===== src/rtl/i2c_master.sv =====
// Single-master I2C engine: one register write or read transaction per request.
// Define I2C_NACK_ABORT_EN to jump straight to STOP on any slave NACK.
module i2c_master #(
    parameter int QTR = 4
) (
    input  logic        clk,
    input  logic        rst,
    input  logic        en,
    output logic        scl,
    input  logic [6:0]  ext_slave_address_in,
    input  logic        ext_read_write_in,
    input  logic [7:0]  ext_register_address_in,
    input  logic [31:0] ext_data_in,
    output logic        sda_out,
    input  logic        sda_in,
    output logic [31:0] ext_data_out,
    output logic        busy,
    output logic        done,
    output logic        nack
);
    localparam int DW = (QTR > 2) ? $clog2(QTR) : 1;
    localparam logic [DW-1:0] DIV_MAX = DW'(QTR - 1);

    localparam logic [3:0] S_IDLE       = 4'd0;
    localparam logic [3:0] S_START      = 4'd1;
    localparam logic [3:0] S_ADDR       = 4'd2;
    localparam logic [3:0] S_ACK_ADDR   = 4'd3;
    localparam logic [3:0] S_REG        = 4'd4;
    localparam logic [3:0] S_ACK_REG    = 4'd5;
    localparam logic [3:0] S_WDATA      = 4'd6;
    localparam logic [3:0] S_ACK_W      = 4'd7;
    localparam logic [3:0] S_RSTART     = 4'd8;
    localparam logic [3:0] S_ADDR_R     = 4'd9;
    localparam logic [3:0] S_ACK_ADDR_R = 4'd10;
    localparam logic [3:0] S_RDATA      = 4'd11;
    localparam logic [3:0] S_MACK       = 4'd12;
    localparam logic [3:0] S_STOP       = 4'd13;

    logic [3:0]    state_q, state_d;
    logic [DW-1:0] div_q, div_d;
    logic [1:0]    qtr_q, qtr_d;
    logic [2:0]    bit_q, bit_d;
    logic [1:0]    byte_q, byte_d;
    logic [6:0]    addr_q, addr_d;
    logic          rw_q, rw_d;
    logic [7:0]    reg_q, reg_d;
    logic [31:0]   wdat_q, wdat_d;
    logic [31:0]   rx_q, rx_d;
    logic [31:0]   dout_q, dout_d;
    logic          done_q, done_d;
    logic          nack_q, nack_d;

    logic       tick, slot_end, last_bit, ack_slot, bit_slot;
    logic [7:0] tx_byte;
    logic       tx_bit;

    assign tick     = div_q == DIV_MAX;
    assign slot_end = tick && (qtr_q == 2'd3);
    assign last_bit = bit_q == 3'd7;
    assign ack_slot = state_q inside {S_ACK_ADDR, S_ACK_REG, S_ACK_W, S_ACK_ADDR_R};
    assign bit_slot = state_q inside {S_ADDR, S_REG, S_WDATA, S_ADDR_R, S_RDATA};

    always_comb begin
        tx_byte = 8'hFF;
        unique case (state_q)
            S_ADDR:   tx_byte = {addr_q, 1'b0};
            S_ADDR_R: tx_byte = {addr_q, 1'b1};
            S_REG:    tx_byte = reg_q;
            S_WDATA: begin
                unique case (byte_q)
                    2'd0:    tx_byte = wdat_q[31:24];
                    2'd1:    tx_byte = wdat_q[23:16];
                    2'd2:    tx_byte = wdat_q[15:8];
                    default: tx_byte = wdat_q[7:0];
                endcase
            end
            default: ;
        endcase
        tx_bit = tx_byte[3'd7 - bit_q];
    end

    always_comb begin
        state_d = state_q;
        div_d   = div_q;
        qtr_d   = qtr_q;
        bit_d   = bit_q;
        byte_d  = byte_q;
        addr_d  = addr_q;
        rw_d    = rw_q;
        reg_d   = reg_q;
        wdat_d  = wdat_q;
        rx_d    = rx_q;
        dout_d  = dout_q;
        done_d  = 1'b0;
        nack_d  = nack_q;
        if (state_q == S_IDLE) begin
            div_d  = '0;
            qtr_d  = 2'd0;
            bit_d  = 3'd0;
            byte_d = 2'd0;
            if (en) begin
                state_d = S_START;
                addr_d  = ext_slave_address_in;
                rw_d    = ext_read_write_in;
                reg_d   = ext_register_address_in;
                wdat_d  = ext_data_in;
                nack_d  = 1'b0;
            end
        end else begin
            div_d = tick ? '0 : div_q + DW'(1);
            if (tick) qtr_d = qtr_q + 2'd1;
        end
        if (slot_end) begin
            // bit counter wraps 7 -> 0 on its own as each byte ends
            if (bit_slot) bit_d = bit_q + 3'd1;
            unique case (state_q)
                S_START:      state_d = S_ADDR;
                S_ADDR:       if (last_bit) state_d = S_ACK_ADDR;
                S_ACK_ADDR:   state_d = S_REG;
                S_REG:        if (last_bit) state_d = S_ACK_REG;
                S_ACK_REG:    state_d = rw_q ? S_RSTART : S_WDATA;
                S_WDATA:      if (last_bit) state_d = S_ACK_W;
                S_ACK_W: begin
                    byte_d  = byte_q + 2'd1;
                    state_d = (byte_q == 2'd3) ? S_STOP : S_WDATA;
                end
                S_RSTART:     state_d = S_ADDR_R;
                S_ADDR_R:     if (last_bit) state_d = S_ACK_ADDR_R;
                S_ACK_ADDR_R: state_d = S_RDATA;
                S_RDATA: begin
                    rx_d = {rx_q[30:0], sda_in};
                    if (last_bit) state_d = S_MACK;
                end
                S_MACK: begin
                    byte_d = byte_q + 2'd1;
                    if (byte_q == 2'd3) begin
                        state_d = S_STOP;
                        dout_d  = rx_q;
                    end else begin
                        state_d = S_RDATA;
                    end
                end
                S_STOP: begin
                    state_d = S_IDLE;
                    done_d  = 1'b1;
                end
                default: state_d = S_IDLE;
            endcase
            if (ack_slot && sda_in) begin
                nack_d = 1'b1;
`ifdef I2C_NACK_ABORT_EN
                state_d = S_STOP;
`endif
            end
        end
    end

    always_comb begin
        scl     = 1'b1;
        sda_out = 1'b1;
        unique case (state_q)
            S_IDLE:  ;
            S_START: sda_out = ~qtr_q[1];
            S_RSTART: begin
                scl     = qtr_q != 2'd0;
                sda_out = ~qtr_q[1];
            end
            S_STOP: begin
                scl     = qtr_q[1];
                sda_out = qtr_q == 2'd3;
            end
            S_MACK: begin
                scl     = qtr_q[1];
                sda_out = byte_q == 2'd3;
            end
            default: begin
                scl     = qtr_q[1];
                sda_out = tx_bit;
            end
        endcase
    end

    always_ff @(posedge clk) begin
        if (rst) begin
            state_q <= S_IDLE;
            div_q   <= '0;
            qtr_q   <= 2'd0;
            bit_q   <= 3'd0;
            byte_q  <= 2'd0;
            addr_q  <= 7'd0;
            rw_q    <= 1'b0;
            reg_q   <= 8'd0;
            wdat_q  <= 32'd0;
            rx_q    <= 32'd0;
            dout_q  <= 32'd0;
            done_q  <= 1'b0;
            nack_q  <= 1'b0;
        end else begin
            state_q <= state_d;
            div_q   <= div_d;
            qtr_q   <= qtr_d;
            bit_q   <= bit_d;
            byte_q  <= byte_d;
            addr_q  <= addr_d;
            rw_q    <= rw_d;
            reg_q   <= reg_d;
            wdat_q  <= wdat_d;
            rx_q    <= rx_d;
            dout_q  <= dout_d;
            done_q  <= done_d;
            nack_q  <= nack_d;
        end
    end

    assign ext_data_out = dout_q;
    assign busy         = state_q != S_IDLE;
    assign done         = done_q;
    assign nack         = nack_q;
endmodule


===== config.mk =====
export PLATFORM = sky130hd
export DESIGN_NAME = i2c_master
export DESIGN_NICKNAME = d
export VERILOG_FILES = /design/src/rtl/i2c_master.sv
export SDC_FILE = /design/constraint.sdc
export NUM_CORES = 1
export LEC_CHECK = 0
export ABC_CLOCK_PERIOD_IN_PS = 2000
export BUFFER_PORTS_ARGS = -buffer_cell sky130_fd_sc_hd__clkbuf_2
export CAP_MARGIN = 20
export CORE_MARGIN = 3
export CORE_UTILIZATION = 51
export CTS_CLUSTER_SIZE = 25
export DETAILED_ROUTE_END_ITERATION = 7
export PLACE_DENSITY = 0.83
export SLEW_MARGIN = 15
export SYNTH_ARGS = -nofsm -noshare
export SYNTH_HDL_FRONTEND = slang
export SYNTH_SLANG_ARGS = --single-unit

===== constraint.sdc =====
create_clock -name clk -period 2 [get_ports clk]
set_clock_uncertainty 0.15 [all_clocks]
set_input_delay 0.4 -clock clk [delete_from_list [all_inputs] [get_ports clk]]
set_output_delay 0.4 -clock clk [all_outputs]
set_load 0.03 [all_outputs]

Word level (Yosys, flattened, before mapping)
Cells that the tools add are included.

Register bits: 127. Output and inout bits: 37.

$add $sub $neg: 5. Order comparisons: 1. Equal/unequal tests: 19. Mux-type cells: 29. Bitwise logic cells: 2. Reductions and logical operators: 17.

Operators with widths (count): $pmux 4 s12 (1); $mux 4 (10); $pmux 8 s4 (1); $eq 4x4->1 const B (6); $pmux 8 s3 (1); $eq 4x3->1 const B (4); $mux 3 (4); $reduce_or 2->1 (5); $eq 2x2->1 const B (4); $eq 4x2->1 const B (2); $reduce_bool 4->1 (2); $add 2x1->2 const B (3); $mux 1 (6); $mux 2 (3); $reduce_bool 5->1 (1); $eq 4x1->1 const B (1); $logic_not 4->1 (1); $lt 3x4->1 const B (1); $pmux 1 s4 (1); $reduce_and 2->1 (2); $add 3x1->3 const B (1); $bmux 1 s3 (1); $eq 3x3->1 const B (1); $reduce_and 3->1 (1); 8 further kinds (10).

Depth between registers and ports, before layout
Gate-level depths: netlist of run 1.

Depth after elaboration: 6. Gate-level depth with buffers: 9. Depth with buffers taken out: 7.

Least setup slack after synthesis of run 1
OpenSTA, ideal clock, no wires.

Path kind: reg2out. From: reg byte_q[0]. To: out sda_out. Data arrival time: 1989 ps. Data required time: 1450 ps. Setup slack: -539 ps. Stages on the path, launching flop included: 9. Buffers on the path: 1. Cell sequence: dfxtp_1 -> inv_1 -> ha_1 -> clkbuf_1 -> a222oi_1 -> a211o_1 -> a311oi_1 -> a22oi_1 -> a31oi_1.

Word-level cells in the longest chain between the ends: 6.

Ends and longest elaborated chain: start, declared (RTL line 43) `logic [1:0] byte_q, byte_d;`; start signal, assigned (RTL line 203) `byte_q <= byte_d;`; $eq 2x2->1, or another cell as far along (RTL line 70) `unique case (byte_q)`; $pmux 8 s3 (RTL line 70); $pmux 8 s4 (RTL line 65) `unique case (state_q)`; $bmux 1 s3 (RTL line 79) `tx_bit = tx_byte[3'd7 - bit_q];`; $mux 1 (not written as such) (RTL line 79); $pmux 1 s4 (*) (RTL line 161) `unique case (state_q)`; end, declared (RTL line 14) `output logic sda_out,`.

Every way passes the cells marked *; elsewhere a longest branch is shown, timed or not. The select of a mux whose other input is x is not followed.

Worst setup path in the final report of run 1
Ends and elaborated chain as after synthesis.

==> results of run 1 <==
final cells by class:
class | count | area, um^2
clock buffers | 19 | 432
repair buffers | 198 | 1610
clock inverters | 12 | 111
flip-flops and latches | 127 | 2560
well taps | 133 | 166
inverters | 13 | 53.8
fillers | 593 | 2360
multi-input cells | 495 | 2710
layer usage:
layer  vias up  share of wire [%]  track usage, %
li1       2659                  -               -
met3       111                8.1            7.70
met1      2758                 36            31.5
met2       360                 50            48.4
met5         -                  0               0
met4         0                6.0            14.8
sequential cells by signal (all words and copies together), names as in the netlist:
name,flops
done,1
qtr_q,2
state_q,4
wdat_q,32
reg_q,8
rx_q,32
rw_q,1
ext_data_out,32
addr_q,7
div_q,2
byte_q,2
bit_q,3
nack,1
through the flow:
step	instance area (um^2)	power, uW	setup slack, ns
global route	7640	6180	-1.10
floorplan	5460	2880	-0.194
finish	7640	6040	-1.05
detailed placement	6230	3020	-0.475
CTS	7400	5910	-0.938
global placement	6230	3010	-0.360
timing repair:
item                       CTS  global route
setup endpoints to repair   57            44
hold buffers                49             0
pin swaps                    7            15
buffers inserted             2             3
gates resized for setup     31            32
hold endpoints to repair    49             0
gates cloned                 0             5
worst paths after layout:
| kind | endpoint | depth (start not counted) |
|---|---|---|
| worst max-delay path | sda_out | 9 |
| worst min register to register | div_q[0] | 1 |
| worst max register to register | reg_q[7] | 8 |
| worst min-delay path | wdat_q[3] | 2 |
cell usage after synthesis, drive strengths merged, types with 2 or more instances:
library cell and n:
nor4 3, a21oi 131, nor3 6, nand2 245
nand3 5, nand2b 6, a221o 2, buf 26
a222oi 6, o221ai 2, a22oi 4, or3 4
nor2b 5, dfxtp 127, a211o 4, nand3b 2
nor2 10, a21o 2, clkbuf 29, nand4 3
nor4bb 2, o21ai 10, nor4b 3, and3 2
o21a 5, mux2 2, a31oi 3, ha 9
o22ai 3, a41oi 2, and2 2, inv 13
cell families after synthesis:
logic type,after synthesis
muxes,3
and+or+nand+nor,300
DFF,127
buffers and inverters,68
xor gates and xnor gates,1
adders and majority gates,9
AOI/OAI and AO/OA,182
cells in the final DEF, fill, tap and decap left out, types with 3 or more instances in the layout:
cell type | netlist | layout
nand2_1 | 245 | 241
dfxtp_1 | 127 | 122
a21oi_1 | 131 | 113
clkbuf_2 | 0 | 84
dlygate4sd3_1 | 0 | 49
buf_4 | 10 | 43
clkbuf_16 | 0 | 20
a21oi_2 | 0 | 18
inv_1 | 13 | 10
nor2_1 | 10 | 9
o21ai_0 | 9 | 8
buf_6 | 1 | 8
buf_12 | 0 | 7
a222oi_1 | 6 | 6
nand2b_1 | 6 | 6
nor2b_1 | 5 | 5
o21a_1 | 5 | 5
nand3_1 | 5 | 4
a211o_1 | 4 | 4
nor3_1 | 5 | 4
or3_1 | 4 | 4
nand2_2 | 0 | 4
ha_1 | 9 | 4
ha_4 | 0 | 4
dfxtp_4 | 0 | 4
a22oi_1 | 4 | 3
nand4_1 | 3 | 3
o22ai_1 | 3 | 3
clkbuf_8 | 0 | 3
clkinv_2 | 0 | 3
clkinvlp_4 | 0 | 3
inv_6 | 0 | 3
report_power, final:
part	leakage [uW]	internal [uW]	switching, uW
Clock	0.000261	1680	1200
Sequential	0.00103	2590	54.8
Combinational	0.00163	248	265
==> impl_metrics.tcl, run 1 <==
set metrics [dict create \
    status "finished with violations" \
    failed_checks "negative setup slack" \
    cts_buffers 17 \
    syn_area_um2 5380 \
    path_cells "buf_4 > ha_4 > inv_1 > buf_4 > a211o_1 > nand3_2 > nand4_1 > a31oi_4 > buf_8" \
    worst_setup_path_end_kind "primary output" \
    clockBufferDepth 2 \
    max-cap-violations 0 \
    hold_viol_final 0 \
    vias 5888 \
    die_w_um 109 \
    p_leak_uw 0.00292 \
    worstMarginPinSlew_ns 0.655 \
    antenna_found_initial 0 \
    grt_overflow_total 0 \
    yosys.area.top_type_share_pct 47.2 \
    synth_seq_cells 127 \
    tns_ns -2.60 \
    synth_nets 751 \
    cpMostUsedCell "buf_4" \
    drt_iter0_markers 600 \
    root_buffer "clkbuf_8" \
    routed_wl_mm 18.1 \
    seq_area_frac_synth_pct 47.2 \
    syn_inst 690 \
    critPathBufInv 4 \
    reg2reg_slack_ns -0.14 \
    yosys-top-cells-area "dfxtp_1, nand2_1, a21oi_1" \
    drtPass1Iterations 7 \
    final_util_pct 76.4 \
    dp_hpwl_mm 9.40 \
    synth-adder-area-share_pct 2.09 \
    die_area_um2 11800 \
    ant_nets 0 \
    ys.flop_type "dfxtp_1" \
    via_per_inst 5.91 \
    fin_crit_sh_pct 152 \
    gp_congestion 0.935 \
    setup_viol 28 \
    holdWs_ns 0.220 \
    synth_compound_area_share_pct 19.4 \
    synth_edf_count 0 \
    io_buffers 88 \
    diodes 0 \
    worstPathMaxFanout 7 \
    slowest_delay_ns 0.38 \
    p_per_area_nw_per_um2 791 \
    synth_largest_area_cell "dfxtp_1" \
    slew_headroom_pct 56.4 \
    async_reset_ff_share_pct 0 \
    yosysUniqueCellTypes 51 \
    layout-drive-gt1-share_pct 26.7 \
    grt_use_total_pct 28.0 \
    nNetsFinal 913 \
    max_freq_mhz 328 \
    hp-start "rst" \
    slowest_stage "dfxtp_4" \
    ys_warn_count 0 \
    setup_slack_ns -1.05 \
    drcViolationCount 0 \
    start_kind "flop" \
    wl_per_cell_um 18.1 \
    critPathKind "reg -> out" \
    period_minus_slack_ns 3.05 \
    slew_violations 0 \
    rsz0062_at_grt "true" \
    grt_max_degree 57 \
    crit_required_ns 1.45 \
    grt_pass1_vias 5467 \
    critPathArrivalTime_ns 2.50 \
    r2r-start "state_q[1]" \
    grt_pass1_wl_mm 26.0 \
    crit_family "compound AO/OA/AOI/OAI gates" \
    clk-insertion-delay-late_ns 0.54 \
    startpoint "byte_q[0]" \
    synth_top_family_by_area "simple AND/OR/NAND/NOR gates" \
    synth.avg_cell_area_um2 7.80 \
    initial_core_util_pct 53.8 \
    yosys.area_share.simple_pct 24.2 \
    dieHeight_um 109 \
    synthXorXnorAreaFrac_pct 0.163 \
    cts.sinks 127 \
    peakVddDrop_v 0.000638 \
    ios 89 \
    syn2layout_area_growth_pct 41.8 \
    rows 36 \
    ctsHtreeMaxLevel 4 \
    core-area_um2 10000 \
    clk_pin_slew_worst_paths_ns 0.06 \
    cts_tree "built" \
    stdcell_count 997 \
    hp-class "in -> reg" \
    synth_mux_area_share_pct 0.604 \
    place_inst 908 \
]
Note: power is estimated with default switching activity, not from simulation.
==> run 2: changes to the inputs <==
CTS_BUF_LIST = sky130_fd_sc_hd__clkbuf_16   (was default)
==> run 2 against run 1 <==
  * The flow still finishes with violations (negative setup slack)
  * First-iteration DRC count down 43%
  * Clock-buffer cell count is 2 lower
  * Sequential power about the same
  * Core utilization fell by 6.4 points
  * Flip-flop and latch count stayed put
  * Design area shrank 8.4%
  * Maximum frequency rose by 6.4%
  * Combinational power is 28% lower
  * Setup slack gained 0.18 ns
  * Largest power group unchanged
==> impl_metrics.tcl, run 2 (same netlist as run 1, synthesis figures left out) <==
set metrics [dict create \
    status "finished with violations" \
    failed_checks "negative setup slack" \
    hp-class "in -> reg" \
    max_freq_mhz 349 \
    r2r-start "state_q[1]" \
    r2r_end "wdat_q[2]" \
    worstPathMaxFanout 7 \
    cts_buffers 17 \
    nNetsFinal 862 \
    dp_hpwl_mm 9.40 \
    ant_nets 0 \
    setup_slack_ns -0.866 \
    grt_max_degree 57 \
    critPathKind "reg -> out" \
    rows 36 \
    ctsHtreeMaxLevel 4 \
    slowest_stage "a222oi_1" \
    core-area_um2 10000 \
    antenna_found_initial 0 \
    use_met2_pct 43.0 \
    cts_tree "built" \
    ios 89 \
    root_buffer "clkbuf_16" \
    setup_viol 3 \
    clk_pin_slew_worst_paths_ns 0.06 \
    power_uw 5870 \
    dpl_cell_area_um2 6230 \
    rsz0062_at_grt "true" \
    critPathBufInv 2 \
    holdWs_ns 0.0485 \
    hold_viol_final 0 \
    via_per_inst 5.53 \
    post-route-cell-area_um2 7000 \
    startpoint "byte_q[0]" \
    hp-start "ext_data_in[19]" \
    layout-drive-gt1-share_pct 25.2 \
    clockBufferDepth 2 \
    grt_overflow_total 0 \
    drtPass1Iterations 8 \
    final_common_cell "nand2_1" \
    grt_use_total_pct 24.7 \
    grt_pass1_vias 5039 \
    most-common-layout-cells "nand2_1, a21oi_1, dfxtp_1" \
    wl_per_cell_um 15.3 \
    die_area_um2 11800 \
    clk-insertion-delay-late_ns 0.42 \
    crit_required_ns 1.45 \
    worst_setup_path_end_kind "primary output" \
    io_buffers 88 \
    syn2layout_area_growth_pct 29.9 \
    hold_path_depth 3 \
    gp_congestion 0.935 \
    slowest_delay_ns 0.42 \
    drcViolationCount 0 \
    start_kind "flop" \
    crit_family "compound AO/OA/AOI/OAI gates" \
    use_met3_pct 6.10 \
    dieHeight_um 109 \
    whs_endpoint "wdat_q[19]" \
    initial_core_util_pct 53.8 \
    critPathArrivalTime_ns 2.32 \
    vias 5228 \
    slew_headroom_pct 58.8 \
    p_per_area_nw_per_um2 839 \
    max-cap-violations 0 \
    grt_most_used_layer "met2" \
    grt_use_met1_pct 29.3 \
    p_leak_uw 0.00268 \
    die_w_um 109 \
    routed_wl_mm 14.5 \
    worstMarginPinSlew_ns 0.618 \
    drt_iter0_markers 343 \
    peakVddDrop_v 0.000538 \
    reg2reg_slack_ns 0.05 \
    slew_violations 0 \
    grt_pass1_wl_mm 23.3 \
    diodes 0 \
    period_minus_slack_ns 2.87 \
    rr_worst_depth 8 \
    final_util_pct 70.0 \
    cts.sinks 127 \
    path_cells "inv_6 > ha_4 > a222oi_1 > a211o_1 > a41oi_2 > a22oi_2 > a31oi_4 > buf_8" \
    fin_crit_sh_pct 143 \
]
[run 2: what timing repair did]
action / CTS / global route
pin swaps: 7 / 8
setup endpoints to repair: 57 / 43
buffers inserted: 2 / 5
gates cloned: 0 / 1
resized for setup: 31 / 7
hold buffers: 0 / 0
[run 2: metal layers]
| metal | wire length (um) | part of all wire, % |
|---|---|---|
| met4 | 369 | 2.6 |
| met5 | 0 | 0 |
| met2 | 7300 | 51 |
| met3 | 954 | 6.6 |
| met1 | 5830 | 40 |
[run 2: cell type report]
type	instances	area [um^2]
flip-flops and latches	127	2560
inverters	13	56.3
fillers	734	3000
multi-input cells	495	2620
clock buffers	17	425
well taps	133	166
clock inverters	14	119
repair buffers	147	1050
[run 2: worst max path at each step]
stage	endpoint	cells past startpoint
2_1_floorplan	sda_out	8
3_3_place_gp	sda_out	8
3_5_place_dp	sda_out	8
4_1_cts	sda_out	8
5_1_grt	sda_out	8
6_report	sda_out	8
[run 2: worst min-delay path, cell delays in order]
cell and delay [ns]:
clkbuf_2 0.08, nand2_1 0.05, a21oi_1 0.05
[run 2: through the flow]
| stage | TNS [ns] | instances | setup slack (ns) |
|---|---|---|---|
| 3_3_place_gp | -2.18 | 908 | -0.360 |
| 5_1_grt | -1.45 | 946 | -0.908 |
| 3_5_place_dp | -4.22 | 908 | -0.475 |
| 2_1_floorplan | -0.194 | 690 | -0.194 |
| 6_report | -1.30 | 946 | -0.866 |
| 4_1_cts | -1.26 | 941 | -0.822 |
[run 2: report_power, final]
part | switching, uW | internal (uW)
logic | 202 | 167
registers | 47.8 | 2590
clock network | 1160 | 1690
==> run 3: changes to the inputs <==
PLACE_DENSITY = 0.76   (was 0.83)
==> run 3 against run 2 <==
  * The run still ends with negative setup slack left
  * Sequential share of layout area is 1.2 points lower
  * First-iteration DRC count is 31% higher
  * Power is 3.9% higher
  * Critical path depth stayed put
  * Worst hold slack better by 0.0010 ns
  * Flip-flop and latch count stayed put
  * Non-clock buffer count is 8 higher
  * Die area stayed put
  * Combinational power is 3% higher
  * Highest routed layer unchanged
==> impl_metrics.tcl, run 3 (same netlist as run 1, synthesis figures left out) <==
set metrics [dict create \
    swShare_pct 24.4 \
    core-area_um2 10000 \
    grt_use_total_pct 24.9 \
    final_common_cell "nand2_1" \
    hp-class "in -> reg" \
    rows 36 \
    crit_required_ns 1.45 \
    diodes 0 \
    via_per_inst 5.63 \
    worstPathMaxFanout 7 \
    most-common-layout-cells "nand2_1, a21oi_1, dfxtp_1" \
    grt_pass1_wl_mm 23.3 \
    failed_checks "negative setup slack" \
    grt_max_degree 50 \
    rr_worst_depth 10 \
    wl_per_cell_um 16.5 \
    ant_nets 0 \
    clk_pin_slew_worst_paths_ns 0.06 \
    max-cap-violations 0 \
    hold_viol_final 0 \
    worstMarginPinSlew_ns 0.536 \
    setup_slack_ns -0.832 \
    slew_headroom_pct 64.3 \
    holdWs_ns 0.0495 \
    die_w_um 109 \
    grt_pass1_vias 4844 \
    pwr-share-seq_pct 43.3 \
    max_freq_mhz 353 \
    antenna_found_initial 0 \
    switching_power_uw 1490 \
    period_minus_slack_ns 2.83 \
    p_comb_share_pct 6.2 \
    p_per_area_nw_per_um2 842 \
    syn2layout_area_growth_pct 34.5 \
    vias 5375 \
    dp_hpwl_mm 9.68 \
    start_kind "flop" \
    cts.sinks 127 \
    io_buffers 88 \
    slew_violations 0 \
    clk-insertion-delay-late_ns 0.42 \
    root_buffer "clkbuf_16" \
    gp_congestion 0.900 \
    fin_crit_sh_pct 142 \
    drtPass1Iterations 6 \
    slowest_delay_ns 0.42 \
    peakVddDrop_v 0.000500 \
    ios 89 \
    clockBufferDepth 2 \
    critPathArrivalTime_ns 2.28 \
    rsz0062_at_grt "true" \
    slowest_stage "a222oi_1" \
    nNetsFinal 870 \
    grt_overflow_total 0 \
    routed_wl_mm 15.7 \
    die_area_um2 11800 \
    critPathKind "reg -> out" \
    hold_path_depth 3 \
    dpl_worst_slack_ns -0.461 \
    internal_power_uw 4610 \
    cts_buffers 17 \
    initial_core_util_pct 53.8 \
    pwr-share-clk_pct 50.5 \
    p_leak_uw 0.00278 \
    ctsHtreeMaxLevel 4 \
    drcViolationCount 0 \
    dieHeight_um 109 \
    drt_iter0_markers 448 \
    setup_viol 3 \
    layout-drive-gt1-share_pct 27.2 \
    path_cells "inv_4 > ha_4 > a222oi_1 > a211o_1 > a41oi_2 > a22oi_2 > a31oi_4 > buf_8" \
    worst_setup_path_end_kind "primary output" \
    status "finished with violations" \
    cts_tree "built" \
]
-- run 3: layer usage --
| layer | share of wire (%) | up-vias | global-route usage (%) |
|---|---|---|---|
| met5 | 0 | - | 0 |
| met4 | 2.3 | 0 | 9.83 |
| met3 | 6.8 | 36 | 6.45 |
| met2 | 48 | 217 | 38.6 |
| met1 | 43 | 2545 | 33.3 |
| li1 | - | 2577 | - |
-- run 3: cell type report --
class / instances / area [um^2]
repair buffers: 155 / 1240
clock inverters: 14 / 161
flip-flops and latches: 127 / 2560
well taps: 133 / 166
fillers: 763 / 2760
multi-input cells: 495 / 2640
clock buffers: 17 / 425
inverters: 13 / 53.8
-- run 3: what timing repair did --
| action | CTS | global route |
|---|---|---|
| hold endpoints to repair | 0 | 0 |
| setup buffers | 5 | 12 |
| gates resized for setup | 29 | 27 |
| cloned | 0 | 6 |
| hold buffers | 0 | 0 |
| setup endpoints to repair | 3 | 70 |
| pin swaps | 7 | 12 |
-- run 3: per-stage QoR --
stage / power (uW) / utilization [%] / area (um^2) / instances / setup TNS (ns)
after floorplan: 2880 / - / 5460 / 690 / -0.194
after detailed placement: 3010 / 61.9 / 6190 / 901 / -0.461
final: 6100 / 72.4 / 7240 / 954 / -1.09
after global routing: 6280 / 72.4 / 7240 / 954 / -1.29
after global placement: 3000 / 61.9 / 6190 / 901 / -0.399
after CTS: 6050 / 69.3 / 6930 / 937 / -1.11
-- run 3: path summary, 6_finish.rpt --
check                                     start         end  slack (ns)
worst min register to register         div_q[0]    div_q[0]        0.30
worst min-delay path            ext_data_in[19]  wdat_q[19]        0.05
worst max-delay path                  byte_q[0]     sda_out       -0.83
worst max register to register       state_q[2]    rx_q[12]        0.04
-- run 3: power groups by stage --
stage          combinational [uW]  sequential [uW]  clock (uW)
6_report                      380             2640        3080
3_5_place_dp                  315             2700           0
2_1_floorplan                 204             2680           0
3_3_place_gp                  304             2700           0
4_1_cts                       324             2640        3090
5_1_grt                       413             2640        3230
-- run 3: critical path: cells and delay by family, from the launching register on --
kind            cells  cell delay [ns]
fa+ha+maj           1             0.18
flops               1             0.38
compound gates      5             1.11
buf+inv             2             0.20
